[config.mk]
export PLATFORM = sky130hd
export DESIGN_NAME = seg_scan
export DESIGN_NICKNAME = d
export VERILOG_FILES = /design/src/rtl/seg_scan.sv
export SDC_FILE = /design/constraint.sdc
export NUM_CORES = 1
export LEC_CHECK = 0
export BUFFER_PORTS_ARGS = -buffer_cell sky130_fd_sc_hd__buf_2
export CAP_MARGIN = 20
export CORE_MARGIN = 3
export CORE_UTILIZATION = 50
export DETAILED_ROUTE_END_ITERATION = 8
export GPL_TIMING_DRIVEN = 0
export PLACE_DENSITY = 0.7
export SLEW_MARGIN = 20
export SYNTH_ARGS = -nofsm -noshare
export SYNTH_HDL_FRONTEND = slang
export SYNTH_SLANG_ARGS = --single-unit
[constraint.sdc]
create_clock -name clk -period 4.4 [get_ports clk]
set_input_delay 1.1 -clock clk [delete_from_list [all_inputs] [get_ports clk]]
set_output_delay 1.1 -clock clk [all_outputs]
set_load 0.01 [all_outputs]
[src/rtl/seg_scan.sv]
// rtl/seg_scan.sv - 4-digit multiplexed 7-segment scanner with per-frame digit snapshot
// Slots run mX, mU, sX, sU; each slot is a dead-time BLANK phase followed by an ACTIVE phase.
module seg_scan #(
   parameter int CLK_HZ     = 50000000,
   parameter int SCAN_HZ    = 1000,
   parameter int BLANK_CYC  = 500,
   parameter bit ACTIVE_LOW = 1'b1
) (
   input  logic       clk,
   input  logic       reset,
   input  logic [3:0] dis_mx_i,
   input  logic [3:0] dis_mu_i,
   input  logic [3:0] dis_sx_i,
   input  logic [3:0] dis_su_i,
   input  logic       sec_tick_i,
   input  logic       blank_lz_i,
   output logic [6:0] seg_o,
   output logic       dp_o,
   output logic [3:0] an_o
);

   localparam int DIV     = CLK_HZ / SCAN_HZ;
   localparam int ACT_CYC = DIV - BLANK_CYC;
   localparam int CW      = (DIV > 1) ? $clog2(DIV) : 1;

   localparam logic [CW-1:0] BLANK_LAST = CW'(BLANK_CYC - 1);
   localparam logic [CW-1:0] ACT_LAST   = CW'(ACT_CYC - 1);
   localparam logic [CW-1:0] CNT_ONE    = CW'(1);

   localparam logic [6:0] SEG_OFF = {7{ACTIVE_LOW}};
   localparam logic [3:0] AN_OFF  = {4{ACTIVE_LOW}};
   localparam logic       DP_OFF  = ACTIVE_LOW;

   typedef enum logic {
      ST_BLANK,
      ST_ACTIVE
   } phase_e;

   phase_e        phase_q;
   logic [1:0]    idx_q;
   logic [CW-1:0] cnt_q;

   logic [3:0] mx_q, mu_q, sx_q, su_q;
   logic [3:0] mx_d, mu_d, sx_d, su_d;
   logic       colon_q, colon_d;
   logic       colon_sh_q, colon_sh_d;
   logic       blz_q, blz_d;

   logic [6:0] seg_q, seg_d;
   logic       dp_q, dp_d;
   logic [3:0] an_q, an_d;

   logic       blank_end;
   logic       active_end;
   logic       snap;
   logic [1:0] idx_nx;
   logic [3:0] digit;
   logic       lit;

   function automatic logic [6:0] seg_pattern(input logic [3:0] d);
      logic [6:0] p;
      case (d)
         4'd0:    p = 7'h3F;
         4'd1:    p = 7'h06;
         4'd2:    p = 7'h5B;
         4'd3:    p = 7'h4F;
         4'd4:    p = 7'h66;
         4'd5:    p = 7'h6D;
         4'd6:    p = 7'h7D;
         4'd7:    p = 7'h07;
         4'd8:    p = 7'h7F;
         4'd9:    p = 7'h6F;
         default: p = 7'h40;
      endcase
      return p;
   endfunction

   // idx names the slot that just finished; it advances as the next slot goes ACTIVE.
   always_comb begin
      blank_end  = (phase_q == ST_BLANK) && (cnt_q == BLANK_LAST);
      active_end = (phase_q == ST_ACTIVE) && (cnt_q == ACT_LAST);
      idx_nx     = idx_q + 2'd1;
      snap       = blank_end && (idx_nx == 2'd0);

      mx_d       = snap ? dis_mx_i   : mx_q;
      mu_d       = snap ? dis_mu_i   : mu_q;
      sx_d       = snap ? dis_sx_i   : sx_q;
      su_d       = snap ? dis_su_i   : su_q;
      blz_d      = snap ? blank_lz_i : blz_q;
      colon_sh_d = snap ? colon_q    : colon_sh_q;
      colon_d    = colon_q ^ sec_tick_i;

      case (idx_nx)
         2'd0:    digit = mx_d;
         2'd1:    digit = mu_d;
         2'd2:    digit = sx_d;
         default: digit = su_d;
      endcase
      lit = !((idx_nx == 2'd0) && blz_d && (mx_d == 4'd0));

      seg_d = seg_q;
      dp_d  = dp_q;
      an_d  = an_q;
      if (blank_end) begin
         if (lit) begin
            an_d  = (4'b1000 >> idx_nx) ^ AN_OFF;
            seg_d = seg_pattern(digit) ^ SEG_OFF;
            dp_d  = ((idx_nx == 2'd1) && colon_sh_d) ^ DP_OFF;
         end else begin
            an_d  = AN_OFF;
            seg_d = SEG_OFF;
            dp_d  = DP_OFF;
         end
      end else if (active_end) begin
         an_d  = AN_OFF;
         seg_d = SEG_OFF;
         dp_d  = DP_OFF;
      end
   end

   always_ff @(posedge clk or posedge reset) begin
      if (reset) begin
         phase_q    <= ST_BLANK;
         idx_q      <= 2'd3;
         cnt_q      <= '0;
         mx_q       <= 4'd0;
         mu_q       <= 4'd0;
         sx_q       <= 4'd0;
         su_q       <= 4'd0;
         blz_q      <= 1'b0;
         colon_q    <= 1'b0;
         colon_sh_q <= 1'b0;
         seg_q      <= SEG_OFF;
         dp_q       <= DP_OFF;
         an_q       <= AN_OFF;
      end else begin
         mx_q       <= mx_d;
         mu_q       <= mu_d;
         sx_q       <= sx_d;
         su_q       <= su_d;
         blz_q      <= blz_d;
         colon_q    <= colon_d;
         colon_sh_q <= colon_sh_d;
         seg_q      <= seg_d;
         dp_q       <= dp_d;
         an_q       <= an_d;
         case (phase_q)
            ST_BLANK: begin
               if (blank_end) begin
                  phase_q <= ST_ACTIVE;
                  idx_q   <= idx_nx;
                  cnt_q   <= '0;
               end else begin
                  cnt_q <= cnt_q + CNT_ONE;
               end
            end
            default: begin
               if (active_end) begin
                  phase_q <= ST_BLANK;
                  cnt_q   <= '0;
               end else begin
                  cnt_q <= cnt_q + CNT_ONE;
               end
            end
         endcase
      end
   end

   assign seg_o = seg_q;
   assign dp_o  = dp_q;
   assign an_o  = an_q;

endmodule

; ---- Word level (Yosys, flattened, before mapping)
; Memory sizes are Yosys's and may differ from the RTL's.
; Index checks and enable logic that the tools add are counted.
[totals]
register_bits = 50
latch_bits = 0
ramBits = 0
mem_bits_ro = 112
inputBits = 20
out_inout_bits = 12
mem_count = 1
[classes]
addsub = 2
mul = 0
n_div = 0
order_cmp = 0
n_eq_ne = 4
n_shift = 1
mux = 24
bitwise = 5
reduce_logical = 10
[mem_list]
columns = name, depth, word_bits, read_ports, rd_clocked_by_memory_dff, wr, line
row1 = (no name shown), 16, 7, 1, 0, 0, 62  ; case (d)
[ops]
columns = cell, n
row1 = $mux 16, 3
row2 = $mux 7, 5
row3 = $mux 4, 7
row4 = $add 16x1->16 const B, 1
row5 = $eq 16x16->1 const B, 1
row6 = $eq 16x9->1 const B, 1
row7 = $pmux 4 s3, 1
row8 = $mux 1, 8
row9 = $not 7->7, 1
row10 = $logic_and 1x1->1, 6
row11 = $logic_not 4->1, 1
row12 = $not 4->4, 1
row13 = $shr 4x2->4 const A, 1
row14 = $add 2x1->2 const B, 1
row15 = $eq 2x1->1 const B, 1
row16 = $eq 2x2->1 const B, 1
row17 = $logic_not 2->1, 1
row18 = $not 1->1, 2
row19 = $reduce_and 2->1, 1
row20 = $reduce_bool 2->1, 1
row21 = $xor 1x1->1, 1

; ---- Longest topological paths before layout
[depth]
word_depth = 11
mapped_depth = 13
ltp_nobuf = 12

; ---- Worst setup path after synthesis
; OpenSTA, ideal clock, no wires.
[synth_timing]
path_kind = register to register
start = register cnt_q[0]
end = register seg_q[0], in the netlist seg_o[0]
setup_time_ns = 0.079
arrival_time_ns = 2.710
slack_ns = 1.612
stages_incl_launch_ff = 12
n_path_buf = 1
period_less_slack_ns = 2.788
path_cell_list = dfrtp_1 > ha_1 > nand2_1 > nand3b_1 > clkbuf_1 > o21ai_0 > a21boi_1 > o41ai_2 > inv_1 > ha_1 > mux2_1 > o211a_1
[synth_between]
elab_chain_len = 11
[synth_rtl]
columns = element, line
row1 = from (decl), 41  ; logic [CW-1:0] cnt_q;
row2 = from (signal assigned), 154  ; cnt_q <= cnt_q + CNT_ONE;
row3 = from (signal assigned), 162  ; cnt_q <= cnt_q + CNT_ONE;
row4 = $eq 16x9->1, 80  ; blank_end = (phase_q == ST_BLANK) && (cnt_q == BLANK_LAST);
row5 = $logic_and 1x1->1, 80
row6 = $logic_and 1x1->1, 83  ; snap = blank_end && (idx_nx == 2'd0);
row7 = $mux 4 (on tied branches), n/a
row8 = $pmux 4 s3, 93  ; case (idx_nx)
row9 = $mem_v2 16x7, n/a
row10 = $mux 7, 105  ; if (lit) begin
row11 = $mux 7, 104  ; if (blank_end) begin
row12 = $not 7->7 (no source line), n/a
row13 = $mux 7, 105
row14 = $mux 7, 104
row15 = to (signal assigned), 144  ; seg_q <= seg_d;
row16 = to (decl), 49  ; logic [6:0] seg_q, seg_d;
; Parallel ways exist; a longest one is shown, timed or not. The select of a mux whose other input is x is not followed.
; A chain may end at the register's enable or synchronous reset.

; ---- Worst setup path in the final report
; Same ends and word-level chain as after synthesis.

==> results by group <==
Cells and area
  – Final instance area: 0.00298 mm²
  – ANT cells: 0
  – Most frequent cells in the layout: nand2_1 (49), buf_2 (35), dfrtp_1 (35)
  – Layout cells sized above 1: 22.9%
  – Most common cell after layout, fill and taps aside: nand2_1
  – Total Nets Final: 338
  – Layout area overhead: 12.8%

STA
  – RSZ-0062 raised after global routing: false
  – Slew HR: 52.1%
  – Setup tns final: 0 ns
  – Max-slew violations: 0
  – Worst Skew: 0.00936 ns
  – Setup violators final: 0
  – Period Utilization, post-route: 76.9%
  – FMAX: 0.295 GHz
  – Final hold vios: 0
  – Worst-margin pin slew: 0.711 ns
  – Tmin final: 3.38 ns
  – Fin worst setup slack: 1.02 ns

Worst setup path
  – Crit path DAT: 3.62 ns
  – Worst setup EP type: flop
  – Crit-path max FO: 10
  – Most used cell along the critical path: ha_1
  – CP cell instances: ha_1 > nand2_1 > nand3b_1 > clkbuf_1 > o21ai_0 > a21boi_1 > o41ai_2 > inv_1 > ha_1 > mux2_1 > o211a_1
  – Data required, critical path: 4.63 ns
  – Max incr delay on CP: 0.70 ns
  – Critical-path cell with the highest stage delay: o41ai_2
  – Worst Setup Start Kind: flop
  – WP buf/inv: 2
  – CP Class: reg -> reg
  – CP top delay family: compound AO/OA/AOI/OAI gates

Detailed routing
  – Detail Route Antenna Nets: 0
  – DRC: 0
  – DRT Pass-1 Iters: 4
  – Routed WL: 5580 µm
  – DR WL/cell: 15.0 µm
  – Initial DRC Count: 93
  – Vias per cell: 5.45
  – Vias: 2033

CTS
  – Clock Tree Buf Depth: 2
  – Number of CTS-inserted buffers: 5
  – Cts hold-fix bufs: 0
  – CTS H-Tree Depth: 2
  – Root Buffer: clkbuf_8
  – CTS tree: built
  – CTS clk-pin slew, worst paths: 0.08 ns
  – Postcts setup bufs: 0
  – Post-CTS Resized: 0
  – Clk sink count: 49
  – Clk_lat worst skew: 0.30 ns

Die
  – Core Box Area: 0.00491 mm²
  – Number of top-level pins: 32
  – Initial core utilization: 53.8%
  – Chip Height: 78.7 µm
  – Die ar.: 0.00620 mm²
  – Die X: 78.7 µm
  – Cell Rows: 25

Pwr
  – Leak: 1.32 nW
  – Worst VDD drop: 0.184 mV
  – PwrDens: 247 mW/mm²

Global routing
  – Vias in the first global route: 1996
  – Initial antenna violation count: 0
  – GRT Overall Usage: 19.7%
  – Global-route wire length before repair: 9600 µm
  – Global route overflow: 0
  – Largest net degree at the start of global routing: 30

Placed design
  – DP Area: 0.00290 mm²
  – RePlAce Congestion: 0.825
  – Dpl hpwl: 4110 µm
  – # port buffers: 31
  – Pre-CTS setup slack: 1.03 ns

Synthesis
  – Syn Inst Count: 266
  – Area contributors post-synth: dfrtp_1 (33%), dfstp_2 (14%), nand2_1 (7.0%), ha_1 (6.2%), nor2_1 (3.0%)
  – Syn avg cell area: 9.94 µm²
  – Async SR Flop Fraction: 100%
  – Post-synth EDFFs: 0
  – Synthesized flop and latch total: 49
  – Dominant cell type by area after synthesis: dfrtp_1
  – Mapped Area: 0.00264 mm²
  – Register area share after synthesis: 47.0%
  – Netlist cell types: 52
  – Post-synth top area share: 33.1%
  – Syn Nets: 299
  – YS warnings: 0
  – Post-synth top flop: dfrtp_1

Status
  – Status: complete, no violations

Run
  – Max cap viols: 0

Hold path
  – Worst Hold Class: reg -> reg
## registers in the layout (all words and copies together) (netlist names)
signal and flops:
an_o 4, idx_q 2, dp_o 1, seg_o 7, colon_q 1, phase_q 1
colon_sh_q 1, mu_q 4, mx_q 4, su_q 4, sx_q 4, cnt_q 16
## kinds of logic after synthesis
logic type               after synthesis  synth area share [%]
adder cells (fa/ha/maj)               13                  6.15
multiplexers                           8                  3.27
AND/OR/NAND/NOR                      114                  22.0
buffers and inverters                 24                  3.88
flip-flops                            49                  47.0
AO/OA/AOI/OAI                         42                  12.4
XOR/XNOR                              16                  5.30
## where the power goes
group          internal (mW)  switching [mW]  leakage [nW]
Clock                  0.113           0.140        0.0395
Combinational         0.0104          0.0152         0.739
Sequential             0.455         0.00388         0.539
## Yosys cell counts, types with 2 or more instances
| cell type | n |
|---|---|
| nand3_1 | 11 |
| o22ai_1 | 2 |
| a21oi_1 | 4 |
| ha_1 | 13 |
| nand2_1 | 49 |
| clkbuf_1 | 6 |
| buf_2 | 4 |
| and4_1 | 2 |
| nor4_1 | 2 |
| and3_1 | 3 |
| a31oi_1 | 4 |
| dfrtp_1 | 35 |
| xnor2_1 | 9 |
| or2_2 | 2 |
| o221a_1 | 2 |
| o21ai_0 | 9 |
| mux2i_1 | 3 |
| a22oi_1 | 2 |
| mux2_1 | 3 |
| xor2_1 | 7 |
| inv_1 | 12 |
| o211a_1 | 4 |
| a21boi_0 | 3 |
| mux2_2 | 2 |
| dfstp_2 | 14 |
| nor3b_1 | 2 |
| and2_1 | 2 |
| nor2_1 | 21 |
| nand4_1 | 11 |
## through the flow
stage                     instances  hold WS, ns  power (mW)  util [%]
final                           373        0.474       0.738      60.7
after global routing            373        0.505       0.771      60.7
after CTS                       373        0.475       0.751      60.7
after detailed placement        365        0.456       0.494      59.1
after global placement          364        0.450       0.491      58.7
after floorplan                 266        0.434       0.477         -
## routing by layer
metal | GRT usage [%] | wire length (µm) | share of wire, % | vias up
met5 | 0 | 0 | 0 | -
met4 | 5.42 | 42 | 0.75 | 0
met3 | 4.99 | 339 | 6.1 | 4
met2 | 29.8 | 2470 | 44 | 62
met1 | 28.2 | 2730 | 49 | 965
li1 | - | - | - | 1002
## worst paths after layout
check | start | end | slack [ns] | cells after the start
worst max-delay path | cnt_q[0] | seg_o[0] | 1.02 | 11
worst min-delay path | colon_sh_q | colon_sh_q | 0.47 | 2
worst max register to register | cnt_q[0] | seg_o[0] | 1.02 | 11
worst min register to register | colon_sh_q | colon_sh_q | 0.47 | 2
max in group asynchronous | reset | idx_q[1] | 2.99 | 3
min in group asynchronous | reset | sx_q[2] | 0.81 | 2
## worst min-delay path, stage by stage (launching register included)
cell     delay, ns
dfrtp_1       0.33
nand2_1       0.04
nand2_1       0.07
## cell type report
class                   instances  area, µm²
clock buffers                   8       80.1
repair buffers                 32        175
flip-flops and latches         49       1240
multi-input cells             193       1300
inverters                      12       45.0
well taps                      67       83.8
fillers                       423       1930
plain buffers                  12       57.6
(Power assumes the default switching activity.)
